$ cat src/rtl/ll_pkg.sv
// ----------------------------------------------------------------------------
// ll_pkg
// Shared helpers for the linked-list multi-queue buffer:
//   ptr_width / cnt_width / sel_width : derived index and counter widths
//   free_next_init                     : reset successor of slot j on the
//                                        free list (slot j -> j+1, wrapping)
// ----------------------------------------------------------------------------
package ll_pkg;

    function automatic int ptr_width(input int num_elems);
        return (num_elems < 2) ? 1 : $clog2(num_elems);
    endfunction

    function automatic int cnt_width(input int num_elems);
        return ptr_width(num_elems) + 1;
    endfunction

    function automatic int sel_width(input int num_lists);
        return (num_lists < 2) ? 1 : $clog2(num_lists);
    endfunction

    // Reset free list is the chain 0 -> 1 -> ... -> NUM_ELEMS-1; the wrap on
    // the last slot is a don't-care link that simply keeps the table total.
    function automatic int free_next_init(input int j, input int num_elems);
        return (j + 1) % num_elems;
    endfunction

endpackage

$ cat src/rtl/ll_free_list.sv
// ----------------------------------------------------------------------------
// ll_free_list
// Head/tail bookkeeping of the free-slot chain.
//   clk, rst_n  : clock, asynchronous active-low reset
//   alloc       : a slot is taken from the free head this cycle
//   rel_en      : slot rel_slot is returned to the free tail this cycle
//   free_cnt    : number of slots currently on the free list
//   head_next   : next-pointer of the current free head (read from the shared
//                 next-pointer memory)
//   free_head   : slot handed out by the next allocation
//   free_tail   : last slot on the free list
//   nxt_we/nxt_waddr/nxt_wdata : link write into the shared next-pointer memory
// ----------------------------------------------------------------------------
module ll_free_list
    import ll_pkg::*;
#(
    parameter int NUM_ELEMS = 8,
    parameter int PTR_WIDTH = ptr_width(NUM_ELEMS),
    parameter int CNT_WIDTH = PTR_WIDTH + 1
) (
    input  logic                 clk,
    input  logic                 rst_n,
    input  logic                 alloc,
    input  logic                 rel_en,
    input  logic [PTR_WIDTH-1:0] rel_slot,
    input  logic [CNT_WIDTH-1:0] free_cnt,
    input  logic [PTR_WIDTH-1:0] head_next,
    output logic [PTR_WIDTH-1:0] free_head,
    output logic [PTR_WIDTH-1:0] free_tail,
    output logic                 nxt_we,
    output logic [PTR_WIDTH-1:0] nxt_waddr,
    output logic [PTR_WIDTH-1:0] nxt_wdata
);

    logic [PTR_WIDTH-1:0] free_head_q, free_head_d;
    logic [PTR_WIDTH-1:0] free_tail_q, free_tail_d;

    always_comb begin
        free_head_d = free_head_q;
        free_tail_d = free_tail_q;
        nxt_we      = 1'b0;
        nxt_waddr   = free_tail_q;
        nxt_wdata   = rel_slot;
        if (rel_en) begin
            if (free_cnt == '0) begin
                // Free list was empty: returned slot is the whole list.
                free_head_d = rel_slot;
                free_tail_d = rel_slot;
            end else begin
                nxt_we      = 1'b1;
                free_tail_d = rel_slot;
                if (alloc) begin
                    // With a single free slot, allocation drains the list and
                    // the slot released in the same cycle becomes the head.
                    free_head_d = (free_cnt == CNT_WIDTH'(1)) ? rel_slot : head_next;
                end
            end
        end else if (alloc) begin
            free_head_d = head_next;
        end
    end

    always_ff @(posedge clk or negedge rst_n) begin
        if (!rst_n) begin
            free_head_q <= '0;
            free_tail_q <= PTR_WIDTH'(NUM_ELEMS - 1);
        end else begin
            free_head_q <= free_head_d;
            free_tail_q <= free_tail_d;
        end
    end

    assign free_head = free_head_q;
    assign free_tail = free_tail_q;

endmodule

$ cat src/rtl/linked_list_queue.sv
// ----------------------------------------------------------------------------
// linked_list_queue
// NUM_LISTS FIFO queues sharing a pool of NUM_ELEMS payload slots, chained
// through a next-pointer memory; unused slots live on a free list.
//   clk, rst_n               : clock, asynchronous active-low reset
//   push_valid/push_sel/push_data, push_ready : push handshake into a list
//   pop_en/pop_sel           : pop request; pop_ok says it takes effect
//   pop_data                 : head payload of pop_sel (combinational)
//   empty / full / count / free_count : occupancy status
//   err_push / err_pop       : one-cycle pulses after a rejected request
// ----------------------------------------------------------------------------
module linked_list_queue
    import ll_pkg::*;
#(
    parameter int NUM_ELEMS    = 8,
    parameter int NUM_LISTS    = 4,
    parameter int DATA_WIDTH   = 16,
    parameter int MAX_PER_LIST = NUM_ELEMS,
    parameter int PTR_WIDTH    = ptr_width(NUM_ELEMS),
    parameter int CNT_WIDTH    = PTR_WIDTH + 1,
    parameter int SEL_WIDTH    = sel_width(NUM_LISTS)
) (
    input  logic                           clk,
    input  logic                           rst_n,
    input  logic                           push_valid,
    input  logic [SEL_WIDTH-1:0]           push_sel,
    input  logic [DATA_WIDTH-1:0]          push_data,
    output logic                           push_ready,
    input  logic                           pop_en,
    input  logic [SEL_WIDTH-1:0]           pop_sel,
    output logic [DATA_WIDTH-1:0]          pop_data,
    output logic                           pop_ok,
    output logic [NUM_LISTS-1:0]           empty,
    output logic                           full,
    output logic [NUM_LISTS*CNT_WIDTH-1:0] count,
    output logic [CNT_WIDTH-1:0]           free_count,
    output logic                           err_push,
    output logic                           err_pop
);

    localparam logic [SEL_WIDTH:0]   LISTS = (SEL_WIDTH + 1)'(NUM_LISTS);
    localparam logic [CNT_WIDTH-1:0] CAP   = CNT_WIDTH'(MAX_PER_LIST);
    localparam logic [CNT_WIDTH-1:0] ELEMS = CNT_WIDTH'(NUM_ELEMS);

    logic [PTR_WIDTH-1:0]  head_q  [NUM_LISTS];
    logic [PTR_WIDTH-1:0]  head_d  [NUM_LISTS];
    logic [PTR_WIDTH-1:0]  tail_q  [NUM_LISTS];
    logic [PTR_WIDTH-1:0]  tail_d  [NUM_LISTS];
    logic [CNT_WIDTH-1:0]  cnt_q   [NUM_LISTS];
    logic [CNT_WIDTH-1:0]  cnt_d   [NUM_LISTS];
    logic [CNT_WIDTH-1:0]  total_q, total_d;
    logic                  err_push_q, err_push_d;
    logic                  err_pop_q, err_pop_d;

    logic [PTR_WIDTH-1:0]  nxt_q   [NUM_ELEMS];
    logic [DATA_WIDTH-1:0] data_q  [NUM_ELEMS];

    logic                  push_sel_ok, pop_sel_ok;
    logic [SEL_WIDTH-1:0]  push_idx, pop_idx;
    logic                  push_acc;
    logic [PTR_WIDTH-1:0]  pop_slot;
    logic [NUM_LISTS-1:0]  push_hit, pop_hit;
    logic                  link_we;

    logic [PTR_WIDTH-1:0]  free_head, free_tail;
    logic                  fl_we;
    logic [PTR_WIDTH-1:0]  fl_waddr, fl_wdata;

    // Out-of-range selects are steered to list 0 for reads only; they are
    // never accepted, so no state is touched through the steered index.
    assign push_sel_ok = ({1'b0, push_sel} < LISTS);
    assign pop_sel_ok  = ({1'b0, pop_sel} < LISTS);
    assign push_idx    = push_sel_ok ? push_sel : '0;
    assign pop_idx     = pop_sel_ok ? pop_sel : '0;

    // Readiness looks at registered state only, so a same-cycle pop can never
    // open room for a push.
    assign full       = (total_q == ELEMS);
    assign push_ready = !full && (cnt_q[push_idx] < CAP) && push_sel_ok;
    assign push_acc   = push_valid && push_ready;
    assign pop_ok     = pop_en && pop_sel_ok && (cnt_q[pop_idx] != '0);
    assign pop_slot   = head_q[pop_idx];
    assign pop_data   = data_q[pop_slot];

    // Link the allocated slot behind the current tail of a non-empty list.
    assign link_we = push_acc && (cnt_q[push_idx] != '0);

    ll_free_list #(
        .NUM_ELEMS (NUM_ELEMS),
        .PTR_WIDTH (PTR_WIDTH),
        .CNT_WIDTH (CNT_WIDTH)
    ) u_free_list (
        .clk       (clk),
        .rst_n     (rst_n),
        .alloc     (push_acc),
        .rel_en    (pop_ok),
        .rel_slot  (pop_slot),
        .free_cnt  (free_count),
        .head_next (nxt_q[free_head]),
        .free_head (free_head),
        .free_tail (free_tail),
        .nxt_we    (fl_we),
        .nxt_waddr (fl_waddr),
        .nxt_wdata (fl_wdata)
    );

    always_comb begin
        for (int i = 0; i < NUM_LISTS; i++) begin
            push_hit[i] = push_acc && (push_idx == SEL_WIDTH'(i));
            pop_hit[i]  = pop_ok && (pop_idx == SEL_WIDTH'(i));
        end
    end

    always_comb begin
        for (int i = 0; i < NUM_LISTS; i++) begin
            head_d[i] = head_q[i];
            tail_d[i] = tail_q[i];
            cnt_d[i]  = cnt_q[i];
            if (push_hit[i] && pop_hit[i]) begin
                // Popping the only entry: the stale next pointer of the old
                // head is meaningless, the pushed slot becomes the head.
                head_d[i] = (cnt_q[i] == CNT_WIDTH'(1)) ? free_head : nxt_q[head_q[i]];
                tail_d[i] = free_head;
            end else if (push_hit[i]) begin
                if (cnt_q[i] == '0) begin
                    head_d[i] = free_head;
                end
                tail_d[i] = free_head;
                cnt_d[i]  = cnt_q[i] + CNT_WIDTH'(1);
            end else if (pop_hit[i]) begin
                head_d[i] = nxt_q[head_q[i]];
                cnt_d[i]  = cnt_q[i] - CNT_WIDTH'(1);
            end
        end

        total_d = total_q;
        if (push_acc && !pop_ok) begin
            total_d = total_q + CNT_WIDTH'(1);
        end else if (!push_acc && pop_ok) begin
            total_d = total_q - CNT_WIDTH'(1);
        end

        err_push_d = push_valid && !push_ready;
        err_pop_d  = pop_en && !pop_ok;
    end

    always_ff @(posedge clk or negedge rst_n) begin
        if (!rst_n) begin
            for (int i = 0; i < NUM_LISTS; i++) begin
                head_q[i] <= '0;
                tail_q[i] <= '0;
                cnt_q[i]  <= '0;
            end
            total_q    <= '0;
            err_push_q <= 1'b0;
            err_pop_q  <= 1'b0;
        end else begin
            for (int i = 0; i < NUM_LISTS; i++) begin
                head_q[i] <= head_d[i];
                tail_q[i] <= tail_d[i];
                cnt_q[i]  <= cnt_d[i];
            end
            total_q    <= total_d;
            err_push_q <= err_push_d;
            err_pop_q  <= err_pop_d;
        end
    end

    // Next-pointer memory: the list-tail link targets a slot in use and the
    // free-tail link targets a free slot, so the two writes never collide.
    always_ff @(posedge clk or negedge rst_n) begin
        if (!rst_n) begin
            for (int j = 0; j < NUM_ELEMS; j++) begin
                nxt_q[j] <= PTR_WIDTH'(free_next_init(j, NUM_ELEMS));
            end
        end else begin
            if (link_we) begin
                nxt_q[tail_q[push_idx]] <= free_head;
            end
            if (fl_we) begin
                nxt_q[fl_waddr] <= fl_wdata;
            end
        end
    end

    // Payload memory carries no reset.
    always_ff @(posedge clk) begin
        if (push_acc) begin
            data_q[free_head] <= push_data;
        end
    end

    always_comb begin
        for (int i = 0; i < NUM_LISTS; i++) begin
            empty[i]                           = (cnt_q[i] == '0);
            count[i*CNT_WIDTH +: CNT_WIDTH]    = cnt_q[i];
        end
    end

    assign free_count = ELEMS - total_q;
    assign err_push   = err_push_q;
    assign err_pop    = err_pop_q;

endmodule
$ cat config.mk
export PLATFORM = sky130hd
export DESIGN_NAME = linked_list_queue
export DESIGN_NICKNAME = d
export VERILOG_FILES = /design/src/rtl/ll_pkg.sv /design/src/rtl/ll_free_list.sv /design/src/rtl/linked_list_queue.sv
export SDC_FILE = /design/constraint.sdc
export NUM_CORES = 1
export LEC_CHECK = 0
export BUFFER_PORTS_ARGS = -buffer_cell sky130_fd_sc_hd__buf_4
export CORE_AREA = 10 10 151 153
export DETAILED_ROUTE_END_ITERATION = 8
export DIE_AREA = 0 0 161 163
export PLACE_DENSITY = 0.7
export SLEW_MARGIN = 10
export SYNTH_ARGS = -nofsm -noshare
export SYNTH_HDL_FRONTEND = slang
export SYNTH_HIERARCHICAL = 1
export SYNTH_SLANG_ARGS = --single-unit
$ cat constraint.sdc
create_clock -name clk -period 8.7 [get_ports clk]
set_clock_uncertainty 0.15 [all_clocks]
set_input_delay 0.435 -clock clk [delete_from_list [all_inputs] [get_ports clk]]
set_output_delay 0.435 -clock clk [all_outputs]
set_load 0.005 [all_outputs]
# After elaboration in Yosys (flattened, before gate mapping)
# Memories as Yosys holds them, arrays and structs flattened.
# Index checks and enable logic that the tools add are counted.
# classes
div,0
n_shift,0
eq_ne,16
order_cmp,12
reduce_logical,59
addsub,11
n_bitwise,13
n_mux,82
mul,0
# ops
cell,n
2-to-1 mux 3 bit,49
2-to-1 mux 4 bit,14
bitwise mux 24 bit,2
2-to-1 mux 24 bit,2
binary-select mux 3 bit (select 3 bit),5
>= comparator 4 bit (second input constant),7
NOT 3 -> 4 bit,7
logical AND 1 bit,22
nonzero test 2 bit,11
adder 4 x 1 -> 4 bit (second input constant),5
== test 4 x 1 -> 1 bit (second input constant),5
zero test 4 bit,5
subtractor 4 x 1 -> 4 bit (second input constant),5
demux 3 bit (select 3 bit),2
AND reduction 2 bit,9
binary-select mux 4 bit (select 2 bit),2
binary-select mux 3 bit (select 2 bit),2
inequality test 3 x 2 -> 1 bit (second input constant),4
nonzero test 3 bit,4
== test 2 bit (second input constant),4
< comparator 4 x 1 -> 1 bit (second input constant),2
nonzero test 4 bit,2
>= comparator 3 bit (second input constant),2
NOT 2 -> 3 bit,2
8 further kinds,19
# word_totals
ram_bits,128
memories,1
regBits,76
latchBits,0
input_bits,24
romBits,0
wordCells,219
# mem_list
name,depth,width,rd,rd_ports_with_merged_regs,write_ports,line_no,source
data_q,8,16,1,0,1,linked_list_queue.sv:56,logic [DATA_WIDTH-1:0] data_q [NUM_ELEMS];

# Longest topological paths before layout
# depth
depth_word,13
ltp_mapped,14
mapped_depth_nobuf,13

# Hierarchy
# The synthesis kept the hierarchy.
# modules_own_cells
mod,instances,cells_each,area_each_um2
linked_list_queue,1,808,10292.4
ll_free_list,1,25,350.3

# Worst setup path before layout
# No wires, ideal clock.
# synth_timing
path_kind,register -> register
startpoint,register total_q[0]
endpoint,memory data_q[0][0] (enable)
stages_incl_launch_ff,8
n_path_buf,0
setup_slack_ps,5440
setup_time_ps,409
required_time_ps,8141
arrival_ps,2700
path_cell_list,dfrtp_1 > inv_1 > ha_1 > nand3b_2 > inv_1 > nor3_4 > or2b_1 > nor3_1
# synth_between
elab_chain_cells,6
# synth_lines
element,line_no,source
from (decl),linked_list_queue.sv:51,"logic [CNT_WIDTH-1:0] total_q, total_d;"
from (signal assigned),linked_list_queue.sv:163,total_q <= total_d;
== test 4 bit,linked_list_queue.sv:78,assign full = (total_q == ELEMS);
net full,linked_list_queue.sv:34,"output logic full,"
zero test 1 bit,linked_list_queue.sv:79,assign push_ready = !full && (cnt_q[push_idx] < CAP) && push_sel_ok;
logical AND 1 bit,linked_list_queue.sv:79,
logical AND 1 bit,linked_list_queue.sv:80,assign push_acc = push_valid && push_ready;
net push_acc,linked_list_queue.sv:60,logic push_acc;
2-to-1 mux 1 bit,linked_list_queue.sv:188,if (push_acc) begin
2-to-1 mux 1 bit (implied by the code),linked_list_queue.sv:189,data_q[free_head] <= push_data;
to (decl),linked_list_queue.sv:56,
# The timed path passes the listed nets, and every way through them passes these cells.

# Worst setup path after layout
# layout_timing
startpoint,register head_q[11] in the netlist's numbering
endpoint,output port pop_data[10]
# layout_between
elab_chain_cells,4
# layout_lines
element,line_no,source
from (decl),linked_list_queue.sv:45,logic [PTR_WIDTH-1:0] head_q [NUM_LISTS];
"from (signal, indexed assignment)",linked_list_queue.sv:159,head_q[i] <= head_d[i];
binary-select mux 3 bit (select 2 bit),linked_list_queue.sv:82,assign pop_slot = head_q[pop_idx];
2-to-1 mux 3 bit (implied by the code) (2 in series),linked_list_queue.sv:82,
memory read (8 x 16 bit),-,
to (decl),linked_list_queue.sv:31,"output logic [DATA_WIDTH-1:0] pop_data,"
# Every way passes these cells. The select of a mux whose other input is x is not followed.

==> results.json <==
{
  "hold-path-cell-count": 1,
  "overflow": 0,
  "cap_violations": 0,
  "critPathLaunchType": "flop",
  "die_h_um": 163,
  "syn-cell-area_um2": 10600,
  "max_slew_margin_pct": 30.3,
  "syn_avg_cell_area_um2": 12.8,
  "via_count": 7095,
  "first_global_vias": 7101,
  "die_x_um": 161,
  "grt_max_degree": 53,
  "cts_max_level": 1,
  "viasPerCell": 6.03,
  "syn_nets": 886,
  "design_area_um2": 12200,
  "routed_wl_um": 24900,
  "fin_nets": 943,
  "area_growth_pct": 15.0,
  "diodes": 0,
  "nFillCells": 1589,
  "antenna_found_initial": 0,
  "synth-edff-count": 128,
  "drt_iter0_markers": 593,
  "track_usage_pct": 18.8,
  "fp.dieArea_um2": 26200,
  "clockRootBuffer": "clkbuf_16",
  "cts.path.max_buffers": 3,
  "ys_types": 60,
  "cts_tree": "yes",
  "post-place-ws_ns": 5.18,
  "grt_pass1_wl_um": 39800,
  "fin_crit_ns": 3.90,
  "start_util_pct": 53.5,
  "synth-seq-cells": 204,
  "numCtsBuffers": 22,
  "reg2regPathDepth": 10,
  "fmax_mhz": 257,
  "ir_worst_vdd_uv": 191,
  "clk_pin_slew_ns": 0.06,
  "r2r_end": "head_q[7]",
  "required_ns": 8.12,
  "pin_count": 69,
  "drive_gt1_share_pct": 26.5,
  "fin_cells": 1176,
  "ys_seq_area_share_pct": 54.2,
  "slew_violations": 0,
  "fin_crit_sh_pct": 44.8,
  "end_kind": "primary output",
  "power_per_cell_area_nw_per_um2": 341,
  "portBuffers": 68,
  "avgRoutedWirePerCell_um": 21.2,
  "clkSinkCount": 204,
  "gp_congestion": 0.860,
  "synthFlopType": "edfxtp_1",
  "insertion_delay_ns": 0.50,
  "critPathLaunch": "head_q[11]",
  "worst-path-max-fanout": 52,
  "dp.cells": 1135,
  "synthArstFlopShare_pct": 37.3,
  "outcome": "complete, no violations",
  "hpwlAfterDp_um": 16500,
  "tightestPinTransition_ns": 1.04,
  "layout.cells.most_common_list": "128 x edfxtp_1, 109 x nand2_1, 82 x buf_4",
  "endpoint": "pop_data[10]",
  "place_area_um2": 11400,
  "drt_pass1_iterations": 5,
  "setup_violations": 0,
  "worst_ep_arrival_time_ns": 3.31,
  "path_class": "reg -> out",
  "cts-resized-gates": 0,
  "fp-row-count": 52,
  "synth_cells": 833,
  "mostFrequentLayoutCell": "edfxtp_1",
  "rsz0062_at_grt": "no",
  "total_power_mw": 4.18,
  "setup_tns_ns": 0,
  "timing.reg2reg.setup_slack_ns": 5.17,
  "ant_nets": 0,
  "p_leak_nw": 4.64,
  "drc": 0,
  "hp-class": "in -> reg",
  "core_um2": 19900,
  "yosysWarnings": 6,
  "r2r_start": "total_q[0]",
  "hold_viol_final": 0,
  "setup_slack_ns": 4.80
}
-- worst max-delay path, stage by stage (launching register included) --
cell,delay [ns]
dfrtp_1,0.47
mux4_4,0.86
buf_4,0.45
mux2_2,0.33
o22ai_1,0.07
a221oi_1,0.39
buf_4,0.19
-- state kept, by name, summed over array words and instances (netlist names) --
| name | flops |
|---|---|
| head_q | 12 |
| nxt_q | 24 |
| u_free_list/free_tail | 3 |
| err_push | 1 |
| count | 16 |
| tail_q | 12 |
| err_pop | 1 |
| total_q | 4 |
| u_free_list/free_head | 3 |
| data_q | 128 |
-- cells by family after synthesis --
| logic type | after synthesis | synth area share (%) |
|---|---|---|
| compound gates | 118 | 7.98 |
| xor+xnor | 21 | 1.73 |
| fa+ha+maj | 29 | 3.48 |
| buf+inv | 82 | 3.52 |
| flops | 204 | 54.2 |
| mux | 136 | 17.6 |
| simple gates | 243 | 11.5 |
-- routing by layer --
| layer | vias up | global-route usage [%] | wire, um |
|---|---|---|---|
| met5 | - | 0 | 0 |
| met4 | 0 | 7.40 | 847 |
| met3 | 58 | 3.77 | 1790 |
| met2 | 269 | 31.6 | 12300 |
| met1 | 3511 | 23.4 | 9890 |
| li1 | 3257 | - | - |
-- power breakdown --
group          total (mW)  leakage, nW  switching (mW)  internal [mW]
sequential           1.56         2.09           0.302           1.26
clock                1.08        0.424           0.382          0.700
combinational        1.53         2.13           0.762          0.768
-- synth_stat cells, types with 11 or more instances --
cell type,count,area [um2]
inv_1,32,120
dfstp_2,15,394
edfxtp_1,128,3840
nand4_1,14,87.6
o22ai_1,21,131
o211ai_1,26,195
nand2b_1,11,68.8
nand2_1,109,409
nor3_1,13,65.1
mux4_2,36,811
dfrtp_1,61,1530
ha_1,28,350
mux2_2,46,518
a221oi_1,15,131
o311ai_0,12,105
nor2_1,37,139
buf_2,17,85.1
xnor2_1,15,131
clkbuf_1,15,56.3
a21oi_1,13,65.1
o21ai_0,11,55.1
mux2i_1,48,480
-- how the worst min path moves through the flow --
stage	startpoint	end
after global routing	push_data[4]	data_q[7][4]
after floorplan	rst_n	count[0]
after global placement	rst_n	count[4]
final	push_data[10]	data_q[1][10]
after detailed placement	rst_n	count[4]
after CTS	push_data[10]	data_q[0][10]
-- cell type report --
class,count,area (um2),area share (%)
flip-flops and latches,204,5760,47.1
multi-input cells,547,4520,37.0
clock buffers,29,681,5.56
repair buffers,83,626,5.11
well taps,270,338,2.76
clock inverters,11,189,1.54
inverters,32,120,0.981
-- stage by stage --
stage | hold slack [ns] | util, %
6_report | 0.0106 | 61.5
3_5_place_dp | 0.258 | 57.1
3_3_place_gp | 0.263 | 57.1
2_1_floorplan | -0.0106 | -
4_1_cts | 0.00267 | 61.5
5_1_grt | 0.00452 | 61.5
-- repair_timing --
item | in CTS | in global routing
endpoints found under the hold margin | 29 | 0
hold buffers | 1 | 0
setup buffers | 0 | 0
Power figures use the tool's default switching activity.
